==> src/rtl/fpadd_ctrl.sv <==
// Multi-cycle IEEE-754 single-precision adder with valid/ready handshakes.
// Optional flags port {ovf, zero, nan} is enabled by defining FPADD_FLAGS_EN.
module fpadd_ctrl (
  input  logic        clk,
  input  logic        rst,
  input  logic        in_valid,
  output logic        in_ready,
  input  logic [31:0] a_input,
  input  logic [31:0] b_input,
  output logic        out_valid,
  input  logic        out_ready,
  output logic [31:0] sum,
  output logic        busy
`ifdef FPADD_FLAGS_EN
  ,
  output logic [2:0]  flags
`endif
);

  typedef enum logic [2:0] {
    S_IDLE   = 3'd0,
    S_UNPACK = 3'd1,
    S_ALIGN  = 3'd2,
    S_ADD    = 3'd3,
    S_NORM   = 3'd4,
    S_DONE   = 3'd5
  } state_e;

  state_e      state_q, state_d;
  logic [31:0] a_q, a_d;
  logic [31:0] b_q, b_d;
  logic        sa_q, sa_d;
  logic        sb_q, sb_d;
  logic [7:0]  ea_q, ea_d;
  logic [7:0]  eb_q, eb_d;
  logic [24:0] ma_q, ma_d;
  logic [23:0] mb_q, mb_d;
  logic [31:0] sum_q, sum_d;

  logic        accept_s;
  logic        a_nan_s, b_nan_s, a_inf_s, b_inf_s, a_zero_s, b_zero_s;
  logic        special_s;
  logic [31:0] special_res_s;
  logic        swap_s;
  logic [31:0] big_s, small_s;
  logic [7:0]  diff_s;
  logic [23:0] mb_shift_s;
  logic [7:0]  ea_inc_s, ea_dec_s;

  assign in_ready  = (state_q == S_IDLE) & ~rst;
  assign out_valid = (state_q == S_DONE);
  assign busy      = (state_q != S_IDLE);
  assign sum       = sum_q;
  assign accept_s  = in_valid & in_ready;

  assign a_nan_s  = (a_q[30:23] == 8'hFF) && (a_q[22:0] != 23'd0);
  assign b_nan_s  = (b_q[30:23] == 8'hFF) && (b_q[22:0] != 23'd0);
  assign a_inf_s  = (a_q[30:23] == 8'hFF) && (a_q[22:0] == 23'd0);
  assign b_inf_s  = (b_q[30:23] == 8'hFF) && (b_q[22:0] == 23'd0);
  assign a_zero_s = (a_q[30:23] == 8'd0);
  assign b_zero_s = (b_q[30:23] == 8'd0);

  // Comparing exponent:fraction as one field orders by exponent, then magnitude.
  assign swap_s  = (a_q[30:0] < b_q[30:0]);
  assign big_s   = swap_s ? b_q : a_q;
  assign small_s = swap_s ? a_q : b_q;

  assign diff_s     = ea_q - eb_q;
  assign mb_shift_s = (diff_s >= 8'd25) ? 24'd0 : (mb_q >> diff_s);
  assign ea_inc_s   = ea_q + 8'd1;
  assign ea_dec_s   = ea_q - 8'd1;

  // Special-operand result selection for the UNPACK fast path.
  always_comb begin
    special_s     = 1'b1;
    special_res_s = 32'd0;
    if (a_nan_s || b_nan_s || (a_inf_s && b_inf_s && (a_q[31] != b_q[31]))) begin
      special_res_s = 32'h7FC0_0000;
    end else if (a_inf_s) begin
      special_res_s = a_q;
    end else if (b_inf_s) begin
      special_res_s = b_q;
    end else if (a_zero_s && b_zero_s) begin
      special_res_s = {a_q[31] & b_q[31], 31'd0};
    end else if (a_zero_s) begin
      special_res_s = b_q;
    end else if (b_zero_s) begin
      special_res_s = a_q;
    end else begin
      special_s     = 1'b0;
      special_res_s = 32'd0;
    end
  end

  // Next-state and datapath update for every FSM state.
  always_comb begin
    state_d = state_q;
    a_d     = a_q;
    b_d     = b_q;
    sa_d    = sa_q;
    sb_d    = sb_q;
    ea_d    = ea_q;
    eb_d    = eb_q;
    ma_d    = ma_q;
    mb_d    = mb_q;
    sum_d   = sum_q;
    case (state_q)
      S_IDLE: begin
        if (accept_s) begin
          a_d     = a_input;
          b_d     = b_input;
          state_d = S_UNPACK;
        end else begin
          state_d = S_IDLE;
        end
      end
      S_UNPACK: begin
        if (special_s) begin
          sum_d   = special_res_s;
          state_d = S_DONE;
        end else begin
          sa_d    = big_s[31];
          sb_d    = small_s[31];
          ea_d    = big_s[30:23];
          eb_d    = small_s[30:23];
          ma_d    = {2'b01, big_s[22:0]};
          mb_d    = {1'b1, small_s[22:0]};
          state_d = S_ALIGN;
        end
      end
      S_ALIGN: begin
        mb_d    = mb_shift_s;
        state_d = S_ADD;
      end
      S_ADD: begin
        if (sa_q == sb_q) begin
          ma_d = ma_q + {1'b0, mb_q};
        end else begin
          ma_d = ma_q - {1'b0, mb_q};
        end
        state_d = S_NORM;
      end
      S_NORM: begin
        if (ma_q == 25'd0) begin
          sum_d   = 32'd0;
          state_d = S_DONE;
        end else if (ma_q[24]) begin
          if (ea_q == 8'd254) begin
            sum_d = {sa_q, 8'hFF, 23'd0};
          end else begin
            sum_d = {sa_q, ea_inc_s, ma_q[23:1]};
          end
          state_d = S_DONE;
        end else if (ma_q[23]) begin
          sum_d   = {sa_q, ea_q, ma_q[22:0]};
          state_d = S_DONE;
        end else if (ea_q == 8'd1) begin
          // The next left shift would land on exponent 0: flush to signed zero.
          sum_d   = {sa_q, 31'd0};
          state_d = S_DONE;
        end else begin
          ma_d    = {ma_q[23:0], 1'b0};
          ea_d    = ea_dec_s;
          state_d = S_NORM;
        end
      end
      S_DONE: begin
        if (out_ready) begin
          state_d = S_IDLE;
        end else begin
          state_d = S_DONE;
        end
      end
      default: begin
        state_d = S_IDLE;
      end
    endcase
  end

  // State and datapath registers with synchronous reset.
  always_ff @(posedge clk) begin
    if (rst) begin
      state_q <= S_IDLE;
      a_q     <= 32'd0;
      b_q     <= 32'd0;
      sa_q    <= 1'b0;
      sb_q    <= 1'b0;
      ea_q    <= 8'd0;
      eb_q    <= 8'd0;
      ma_q    <= 25'd0;
      mb_q    <= 24'd0;
      sum_q   <= 32'd0;
    end else begin
      state_q <= state_d;
      a_q     <= a_d;
      b_q     <= b_d;
      sa_q    <= sa_d;
      sb_q    <= sb_d;
      ea_q    <= ea_d;
      eb_q    <= eb_d;
      ma_q    <= ma_d;
      mb_q    <= mb_d;
      sum_q   <= sum_d;
    end
  end

`ifdef FPADD_FLAGS_EN
  logic [2:0] flags_q, flags_d;
  logic       ovf_s;

  assign ovf_s = (state_q == S_NORM) && ma_q[24] && (ea_q == 8'd254);
  assign flags = flags_q;

  // Capture flags together with the result on entry to DONE.
  always_comb begin
    flags_d = flags_q;
    if ((state_q != S_DONE) && (state_d == S_DONE)) begin
      flags_d = {ovf_s,
                 (sum_d[30:0] == 31'd0),
                 (sum_d[30:23] == 8'hFF) && (sum_d[22:0] != 23'd0)};
    end else begin
      flags_d = flags_q;
    end
  end

  // Flags register.
  always_ff @(posedge clk) begin
    if (rst) begin
      flags_q <= 3'd0;
    end else begin
      flags_q <= flags_d;
    end
  end
`endif

endmodule

==> config.mk <==
export PLATFORM = sky130hd
export DESIGN_NAME = fpadd_ctrl
export DESIGN_NICKNAME = d
export VERILOG_FILES = /design/src/rtl/fpadd_ctrl.sv
export SDC_FILE = /design/constraint.sdc
export NUM_CORES = 1
export LEC_CHECK = 0
export CAP_MARGIN = 10
export CORE_MARGIN = 2
export CORE_UTILIZATION = 25
export CTS_BUF_LIST = sky130_fd_sc_hd__clkbuf_4
export CTS_CLUSTER_DIAMETER = 100
export DETAILED_ROUTE_END_ITERATION = 7
export PLACE_DENSITY = 0.41
export SLEW_MARGIN = 20
export SYNTH_ARGS = -nofsm -noshare
export SYNTH_HDL_FRONTEND = slang
export SYNTH_SLANG_ARGS = --single-unit
==> constraint.sdc <==
create_clock -name clk -period 7.4 [get_ports clk]
set_input_delay 2.22 -clock clk [delete_from_list [all_inputs] [get_ports clk]]
set_output_delay 2.22 -clock clk [all_outputs]
set_load 0.05 [all_outputs]
# Word level (Yosys, flattened, before mapping)
# Cells that the tools add are included.
totals:
  reg_bits: 166
classes:
  reduce_logical: 29
  n_shift: 1
  n_mux: 45
  bitwise: 5
  add_sub_neg: 5
  order_cmp: 2
  eq_ne: 18
ops:
  columns: ["operator", "count"]
  rows:
  - ["2-to-1 mux 32 bit", 13]
  - ["2-to-1 mux 25 bit", 4]
  - ["2-to-1 mux 24 bit", 4]
  - ["one-hot mux 25 bit (3 select lines)", 1]
  - ["one-hot mux 32 bit (2 select lines)", 1]
  - ["one-hot mux 24 bit (2 select lines)", 1]
  - ["logical NOT 23 bit", 2]
  - ["nonzero test 23 bit", 2]
  - ["2-to-1 mux 8 bit", 5]
  - ["< comparator 31 bit", 1]
  - ["2-to-1 mux 31 bit", 1]
  - ["adder 25 x 24 -> 25 bit", 1]
  - ["logical NOT 25 bit", 1]
  - ["subtractor 25 x 24 -> 25 bit", 1]
  - ["equality test 8 bit, second input constant", 3]
  - ["right shift 24 x 8 -> 24 bit", 1]
  - ["one-hot mux 3 bit (6 select lines)", 1]
  - ["logical NOT 8 bit", 2]
  - ["one-hot mux 8 bit (2 select lines)", 1]
  - ["inequality test 2 bit, second input constant", 6]
  - ["AND reduction 6 bit", 2]
  - ["2-to-1 mux 1 bit", 11]
  - ["adder 8 x 1 -> 8 bit, second input constant", 1]
  - ["equality test 8 x 1 -> 1 bit, second input constant", 1]
  - ["20 further kinds", 38]

# Depth between registers and ports, before layout
logic_depth:
  ltp_word: 9
  ltp_mapped: 16
  ltp_nobuf: 16

# Worst setup path after synthesis
# No wires, ideal clock.
synth_timing:
  kind: "input-to-output"
  from: "input port rst"
  to: "output port in_ready"
  setup_slack_ps: 2057
  arrival_ps: 3123
  n_path_buf: 1
  stages: 2
  cell_sequence: "clkbuf_1 -> nor2_1"
synth_via:
  elab_chain_len: 2
synth_rtl:
  columns: ["item", "line_no", "rtl"]
  rows:
  - ["from (decl)", "5", "input logic rst,"]
  - ["inverter 1 bit", "50", "assign in_ready = (state_q == S_IDLE) & ~rst;"]
  - ["bitwise AND 1 bit", "50", null]
  - ["to (decl)", "7", "output logic in_ready,"]
# No other way between the ends.

# Worst setup path in the final report
# Ends and elaborated chain as after synthesis.

==> impl_metrics.env <==
export IMPL_outcome="complete, no violations"
export IMPL_cp_max_fo=34
export IMPL_finalCritPeriodShare=0.778
export IMPL_synthTopCellsByArea="dfxtp_1 (26%), ha_1 (6.7%), nand2_1 (5.9%), mux2i_1 (5.1%), o21ai_0 (3.8%)"
export IMPL_yosys_most_used_dff="dfxtp_1"
export IMPL_ys_warn_count=0
export IMPL_overflow=0
export IMPL_slew_headroom=0.324
export IMPL_routedWlPerCell_um=22.0
export IMPL_drv_cap=0
export IMPL_reg2reg_slack_ps=3080
export IMPL_antenna_found_initial=1
export IMPL_grt_pass1_wl_mm=80.0
export IMPL_rsz0062_at_grt="false"
export IMPL_tns_ps=0
export IMPL_ant_nets=0
export IMPL_vias=13000
export IMPL_synth_most_common_cell="nand2_1"
export IMPL_hpwl_mm=38.9
export IMPL_arrival_ps=3540
export IMPL_port_buffers=102
export IMPL_setup_slack_ps=1640
export IMPL_cts_made_buffers=17
export IMPL_synth_cells=1668
export IMPL_ys_ff_latch=166
export IMPL_final_nets=1812
export IMPL_grt_pass1_vias=12700
export IMPL_first_pass_iters=5
export IMPL_vdd_drop_max_mv=0.193
export IMPL_grtUsageMet1=0.281
export IMPL_grt_start_max_net_pins=90
export IMPL_die_y_um=232
export IMPL_grt_total_usage=0.194
export IMPL_yosysTopAreaCell="dfxtp_1"
export IMPL_grt_busiest_layer="met2"
export IMPL_syn_to_final_growth_pct=13.3
export IMPL_synth_edf_count=0
export IMPL_worstHoldPathType="reg2reg"
export IMPL_grtUsageMet2=0.302
export IMPL_insertion_delay_ps=650
export IMPL_htreeDepth=4
export IMPL_synth_top_cells_by_count="nand2_1 (203), dfxtp_1 (166), nor2_1 (125)"
export IMPL_pin_count=103
export IMPL_seq_area_frac_synth=0.257
export IMPL_die_w_um=232
export IMPL_rows=83
export IMPL_drt_wl_total_mm=52.1
export IMPL_drive_above_1_share=0.0658
export IMPL_synthesis_nets=1807
export IMPL_syn_avg_cell_area_um2=7.77
export IMPL_finalSetupViolCount=0
export IMPL_synth_top_area_share=0.257
export IMPL_fmax_mhz=174
export IMPL_path_class="in2out"
export IMPL_drc=0
export IMPL_startpoint_type="primary input"
export IMPL_synth_area_um2=13000
export IMPL_cts_hold_buf=0
export IMPL_postCtsSetupRepairBufs=0
export IMPL_cts_tree="yes"
export IMPL_clock_sinks=166
export IMPL_required_ps=5180
export IMPL_routed_via_density=5.50
export IMPL_report_final_slew_viol_count=0
export IMPL_initial_core_util=0.252
export IMPL_async_flop_share=0
export IMPL_cts_resized=0
export IMPL_gp_congestion=0.876
export IMPL_end_kind="output pin"
export IMPL_period_needed_ps=5760
export IMPL_power_density_nw_per_um2=526
export IMPL_max_clock_path_buffers=2
export IMPL_synth_cell_types=92
export IMPL_clk_pin_slew_ps=170
export IMPL_drtIter0Drc=910
export IMPL_coreArea_um2=51300
export IMPL_skew_ps=19.9
export IMPL_worstMarginPinSlew_ps=1010
export IMPL_hold_viol_final=0
export IMPL_pre_cts_slack_ps=1630
export IMPL_cts_root_buf="clkbuf_4"
export IMPL_die_area_um2=53600
export IMPL_grtUsageMet3=0.0253
export IMPL_power_leakage_uw=0.00530
[worst max-delay path, cell delays in order]
cell and delay, ps:
buf_4 240, nor2_1 220, clkdlybuf4s50_1 830
[power breakdown]
group	internal [uW]	leakage [uW]	switching (uW)
clock network	172	0.000131	386
logic	1930	0.00381	3450
registers	1200	0.00136	580
total	3300	0.00530	4410
[per-layer routing]
metal | vias up | part of all wire
met5 | - | 0
met4 | 0 | 0.017
met3 | 35 | 0.045
met2 | 327 | 0.45
met1 | 6351 | 0.49
li1 | 6304 | -
[placed cells by master (no fill, tap or decap), types with 19 or more instances in the layout]
cell type | netlist | routed
nand3_1 | 79 | 79
ha_1 | 69 | 69
nor2_1 | 125 | 124
a21oi_1 | 63 | 62
nand4_1 | 22 | 22
a22oi_1 | 48 | 48
a211oi_1 | 45 | 45
xor2_1 | 20 | 19
nand2_1 | 203 | 203
dfxtp_1 | 166 | 166
o21ai_0 | 98 | 98
nor4_1 | 23 | 23
o221ai_1 | 31 | 31
buf_4 | 1 | 25
clkdlybuf4s50_1 | 0 | 101
o31ai_1 | 40 | 40
inv_1 | 57 | 57
xnor2_1 | 25 | 25
mux2i_1 | 66 | 66
a311oi_1 | 21 | 21
a31oi_1 | 39 | 39
nor3_1 | 30 | 30
[logic make-up after synthesis]
group,count (synthesis),synth area share
simple gates,563,0.206
buf+inv,198,0.0645
fa+ha+maj,71,0.0697
mux,83,0.0748
flops,166,0.257
compound gates,542,0.298
xor+xnor,45,0.0304
[final cells by class]
| class | instances | area, um2 |
|---|---|---|
| fill | 5685 | 36600 |
| multi-input combinational | 1304 | 8820 |
| sequential | 166 | 3320 |
| timing repair buffer | 126 | 1200 |
| tap | 680 | 851 |
| inverter | 58 | 218 |
| clock buffer | 18 | 135 |
| clock inverter | 14 | 125 |
| antenna | 1 | 2.50 |
[stage by stage]
step | total power [uW] | instance area [um2] | std cells | util | hold slack, ps
final | 7710 | 14700 | 2367 | 0.286 | 512
after global routing | 8320 | 14700 | 2367 | 0.286 | 550
after CTS | 7700 | 14700 | 2366 | 0.286 | 519
after detailed placement | 7100 | 14400 | 2334 | 0.281 | 495
after global placement | 7100 | 14400 | 2334 | 0.281 | 492
after floorplan | 5550 | 13000 | 1668 | - | 476
[path summary, 6_finish.rpt]
kind         endpoint    start  cells past startpoint
max          in_ready      rst                      3
min reg2reg   sum[28]  sum[28]                      2
min           sum[28]  sum[28]                      2
max reg2reg  ma_q[20]  mb_q[0]                     16
[flip-flops by register name (all words and copies together), names as in the netlist]
register	count
a_q	32
b_q	32
sum	32
ma_q	25
mb_q	24
ea_q	8
eb_q	8
state_q	3
sa_q	1
sb_q	1
Note: power is estimated with default switching activity, not from simulation.
